==> src/rtl/sync_down_counter_pkg.sv <==
// Purpose: shared constants and helpers for the sliced down counter.
// Latency: n/a (package only).
// Backpressure: n/a.
//
// Contents:
//   SLICE_W        width of one counter slice
//   cnt_width()    total counter width for a given slice count
//   slice_lsb()    bit offset of slice k inside the full count
package sync_down_counter_pkg;

  localparam int SLICE_W = 4;

  function automatic int cnt_width(input int nslice);
    return SLICE_W * nslice;
  endfunction

  function automatic int slice_lsb(input int k);
    return SLICE_W * k;
  endfunction

endpackage

==> src/rtl/sync_down_counter_slice4.sv <==
// Purpose: one 4-bit synchronous down-counting slice with load and borrow-out.
// Latency: Q updates one CLK edge after a qualifying input; RCO is combinational.
// Backpressure: none; ENP/ENT are plain enables, ENT doubles as the cascade input.
//
// Ports:
//   CLK   rising-edge clock
//   CLR   synchronous clear, active high (highest priority)
//   LD_L  synchronous parallel load, active low
//   D     load value
//   ENP   count enable (does not affect RCO)
//   ENT   count enable / cascade input (gates RCO)
//   Q     slice count
//   RCO   borrow-out: Q==0 && ENT
module down_slice4
  import sync_down_counter_pkg::*;
(
  input  logic               CLK,
  input  logic               CLR,
  input  logic               LD_L,
  input  logic [SLICE_W-1:0] D,
  input  logic               ENP,
  input  logic               ENT,
  output logic [SLICE_W-1:0] Q,
  output logic               RCO
);

  always_ff @(posedge CLK) begin
    if (CLR) begin
      Q <= '0;
    end else if (!LD_L) begin
      Q <= D;
    end else if (ENP && ENT) begin
      // 0 wraps to all ones; the borrow is seen by the next slice through RCO
      Q <= Q - SLICE_W'(1);
    end
  end

  assign RCO = (Q == '0) && ENT;

endmodule

==> src/rtl/sync_down_counter.sv <==
// Purpose: W-bit synchronous down counter from cascaded 4-bit slices, optional auto-reload.
// Latency: Q/TC_P update one CLK edge after a qualifying input; RCO is combinational from Q/ENT.
// Backpressure: none; ENP/ENT gate counting, ENT also gates RCO for cascading.
//
// Ports:
//   CLK   rising-edge clock
//   CLR   synchronous clear, active high; beats load, reload and count
//   LD_L  synchronous parallel load, active low
//   D     parallel load value, also the auto-reload value
//   ENP   count enable P
//   ENT   count enable T, gates RCO
//   Q     current count
//   RCO   borrow-out: Q==0 && ENT
//   TC_P  registered pulse: the previous counting step brought Q from 1 to 0
module sync_down_counter
  import sync_down_counter_pkg::*;
#(
  parameter int NSLICE  = 2,
  parameter bit AUTO_RL = 1'b0
)
(
  input  logic                        CLK,
  input  logic                        CLR,
  input  logic                        LD_L,
  input  logic [SLICE_W*NSLICE-1:0]   D,
  input  logic                        ENP,
  input  logic                        ENT,
  output logic [SLICE_W*NSLICE-1:0]   Q,
  output logic                        RCO,
  output logic                        TC_P
);

  localparam int W = cnt_width(NSLICE);

  logic          pt;
  logic          q_zero;
  logic          q_one;
  logic          reload;
  logic          slice_ld_l;
  logic [NSLICE:0] ent_chain;

  assign pt     = ENP && ENT;
  assign q_zero = (Q == '0);
  assign q_one  = (Q == W'(1));

  // Auto-reload is a load request shared by every slice: at terminal count the
  // whole word takes D instead of letting the slices wrap to all ones.
  assign reload     = AUTO_RL && q_zero && pt;
  assign slice_ld_l = LD_L && !reload;

  // Slice k counts only when ENT and every lower slice is zero; each slice's
  // RCO feeds the next slice's ENT, so the chain end equals (Q==0) && ENT.
  assign ent_chain[0] = ENT;

  for (genvar k = 0; k < NSLICE; k++) begin : g_slice
    down_slice4 u_slice (
      .CLK  (CLK),
      .CLR  (CLR),
      .LD_L (slice_ld_l),
      .D    (D[slice_lsb(k) +: SLICE_W]),
      .ENP  (ENP),
      .ENT  (ent_chain[k]),
      .Q    (Q[slice_lsb(k) +: SLICE_W]),
      .RCO  (ent_chain[k+1])
    );
  end

  assign RCO = ent_chain[NSLICE];

  // Only a genuine 1 -> 0 counting step raises TC_P; loading zero does not.
  always_ff @(posedge CLK) begin
    if (CLR) begin
      TC_P <= 1'b0;
    end else begin
      TC_P <= LD_L && pt && q_one;
    end
  end

endmodule

==> config.mk <==
export PLATFORM = sky130hd
export DESIGN_NAME = sync_down_counter
export DESIGN_NICKNAME = d
export VERILOG_FILES = /design/src/rtl/sync_down_counter_pkg.sv /design/src/rtl/sync_down_counter_slice4.sv /design/src/rtl/sync_down_counter.sv
export SDC_FILE = /design/constraint.sdc
export NUM_CORES = 1
export LEC_CHECK = 0
export ABC_AREA = 1
export CORE_MARGIN = 10
export CORE_UTILIZATION = 40
export DETAILED_ROUTE_END_ITERATION = 8
export PLACE_DENSITY = 0.75
export RECOVER_POWER = 100
export SLEW_MARGIN = 20
export SYNTH_ARGS = -nofsm -noshare
export SYNTH_HDL_FRONTEND = slang
export SYNTH_SLANG_ARGS = --single-unit
==> constraint.sdc <==
create_clock -name CLK -period 1.3 [get_ports CLK]
set_input_delay 0.195 -clock CLK [delete_from_list [all_inputs] [get_ports CLK]]
set_output_delay 0.195 -clock CLK [all_outputs]
set_load 0.005 [all_outputs]
==> qor.txt <==
outcome - complete, but fails checks
failing checks - negative setup slack
CP max stage delay - 0.33 ns
Mapped Area - 563.0 um^2
Yosys warnings - 0
Fin. Hold Viols - 0
Sequential Power Share - 35.3%
# rows - 13
Tightest Pin Transition - 0.2495 ns
Simple-Gate Fraction of Synth Area - 28.22%
CP delay by family, top - flip-flops
gpl congestion - 0.8346
H-tree Lvls - 1
Worst VDD drop - 0.0005860 V
crit path buf inv count - 2
endpoints failing setup - 2
multiplexer share of the synthesized area - 1.778%
XOR/XNOR Fraction of Synth Area - 4.667%
Clock Tree Buf Depth - 2
post-synthesis compound-gate area fraction - 15.11%
Post-Route WL - 1.829 mm
sequence of cells on the critical path - inv_2 > ha_4 > nand3_2 > nor3_2 > buf_2
Max Cap Viol - 0
HP Class - reg2reg
DR vias - 686
Worst EP arrival - 1.16 ns
final instance area - 967.2 um^2
P_sw - 298.0 uW
Final min period - 1.353 ns
Num CTS Buffers - 3
CTS tree - yes
Placed Area - 903.4 um^2
CP startpoint - g_slice[0].u_slice.Q[0]
Leakage - 0.4701 nW
Worst-path clk slew - 0.07 ns
largest family of logic cells by synthesized area - simple AND/OR/NAND/NOR gates
vias in the first global route - 621
most common cell after layout, fill and taps aside - nand2_1
HPWL Detailed - 1.331 mm
worst path required time - 1.11 ns
DR vias/cell - 5.007
GR Util All Layers - 10.10%
Crit Path Category - reg2out
fill count - 101
die outline height - 57.52 um
grt ovf - 0
share of layout cells above drive strength 1 - 33.61%
Comb power frac - 39.0%
Clock power frac - 25.8%
most frequent cells in the layout - nand2_1, buf_4, clkdlybuf4s50_1
TritonRoute pass-1 iters - 4
Pins Over Slew Limit - 0
Routed WL per cell - 13.35 um
initial antenna violation count - 0
Crit Path Max Fanout - 2
Area Growth Syn to Fin - 71.78%
clock sink total - 9
Yosys reg bits - 9
power per cell area - 943.3 nW/um^2
hold wc startpoint - g_slice[1].u_slice.Q[1]
Synth Area in Adders - 8.889%
area of the core - 1318 um^2
Slew HR - 83.34%
Hold-fix buffers, CTS - 0
diode count - 0
port bufs - 22
pin count of the biggest net entering global routing - 12
drt initial violations - 28
Post-Syn Instances - 80
initial core utilization - 42.74%
RSZ-0062 raised after global routing - true
drt drc - 0
Fmax - 0.7392 GHz
Worst-Skew Late Latency - 0.27 ns
die area - 3308 um^2
worst hold slack - 0.4601 ns
unique cell type count in the Yosys netlist - 21
CTS root buf - clkbuf_4
Internal Power - 614.4 uW
Placed Instances - 131
Post-DRT Antenna Nets - 0
final worst-path setup slack - -0.05285 ns
slowest cell on the critical path - dfxtp_1
Syn Nets - 97
IO Count - 23
Final Skew - 0.001910 ns
Crit. End Element - primary output
Final Util - 73.41%
Die Span X - 57.52 um
sequential area share after synthesis - 32.00%
Layout Nets - 140
net switching fraction of the power - 32.66%
Final period util - 104.1%
Layout Cells excl Fill - 137
Crit Reg-Reg Startpoint - g_slice[0].u_slice.Q[0]
first-pass GRT wire length - 2.691 mm
Synth Area per Inst - 7.038 um^2
Startpoint Class - flip-flop
-- area by class of cell --
cell class	instances	area (um^2)	area share (%)
Timing Repair Buffer	39	332.8	34.41
Tap cell	15	18.77	1.940
Clock buffer	4	26.28	2.717
Multi-Input combinational cell	59	360.3	37.26
Inverter	11	41.29	4.269
Sequential cell	9	187.7	19.40
-- power by group through the flow --
stage | Sequential [mW] | Clock [mW] | Combinational [mW]
finish | 0.322 | 0.235 | 0.356
global route | 0.324 | 0.253 | 0.388
CTS | 0.318 | 0.237 | 0.324
detailed placement | 0.321 | 0 | 0.340
global placement | 0.320 | 0 | 0.332
floorplan | 0.331 | 0 | 0.140
-- synthesized netlist by cell type, drive strengths merged --
cell | instances | area (um^2)
nand3b | 1 | 7.510
mux2i | 1 | 10.01
nand4 | 1 | 6.260
xor2 | 3 | 26.28
nor3 | 2 | 10.01
ha | 4 | 50.05
a21oi | 7 | 35.03
dfxtp | 9 | 180.2
nand3 | 3 | 15.01
nor2 | 7 | 38.78
buf | 1 | 11.26
inv | 11 | 41.29
a31oi | 1 | 6.260
o21ai | 8 | 43.79
nand2 | 21 | 81.33
-- per-stage QoR --
stage                      TNS, ns  power, mW  setup WS (ns)
after floorplan                  0     0.4708         0.1562
after global placement     -0.8460     0.6518        -0.3433
after CTS                  -0.1068     0.8791        -0.1068
after global routing       -0.1745     0.9648        -0.1099
final                     -0.05974     0.9123       -0.05285
after detailed placement   -0.9514     0.6613        -0.3505
-- final timing paths --
kind,endpoint,cells past startpoint,slack (ns)
max,RCO,5,-0.05
min,g_slice[1].u_slice.Q[1],2,0.46
max reg2reg,g_slice[1].u_slice.Q[0],8,-0.01
min reg2reg,g_slice[1].u_slice.Q[1],2,0.46
-- state kept, by name (all words and copies together), names as in the netlist --
name and cells:
g_slice.u_slice.Q 8, TC_P 1
-- worst register-to-register path, delay by kind of cell, from the launching register on --
family                     cells  cell delay (ns)
buffers and inverters          2             0.18
and+or+nand+nor                3             0.27
AOI/OAI and AO/OA              2             0.26
DFF                            1             0.36
adders and majority gates      1             0.16
-- metal layers --
| metal | wire length [um] | vias up | GRT usage, % |
|---|---|---|---|
| li1 | - | 342 | - |
| met1 | 826 | 310 | 11.21 |
| met2 | 883 | 28 | 16.41 |
| met3 | 85 | 6 | 3.097 |
| met4 | 33 | 0 | 6.040 |
| met5 | 0 | - | 0 |
-- repair_timing --
item                       in CTS  in global routing
setup buffers                   0                  2
pin swaps                       0                  2
resized for setup              17                 11
setup endpoints to repair       9                  1
-- cells by family after synthesis --
family          Yosys count
mux                       1
buf+inv                  12
simple gates             35
compound gates           16
flops                     9
xor+xnor                  3
fa+ha+maj                 4
No activity file was read; power rests on OpenSTA's default activity.
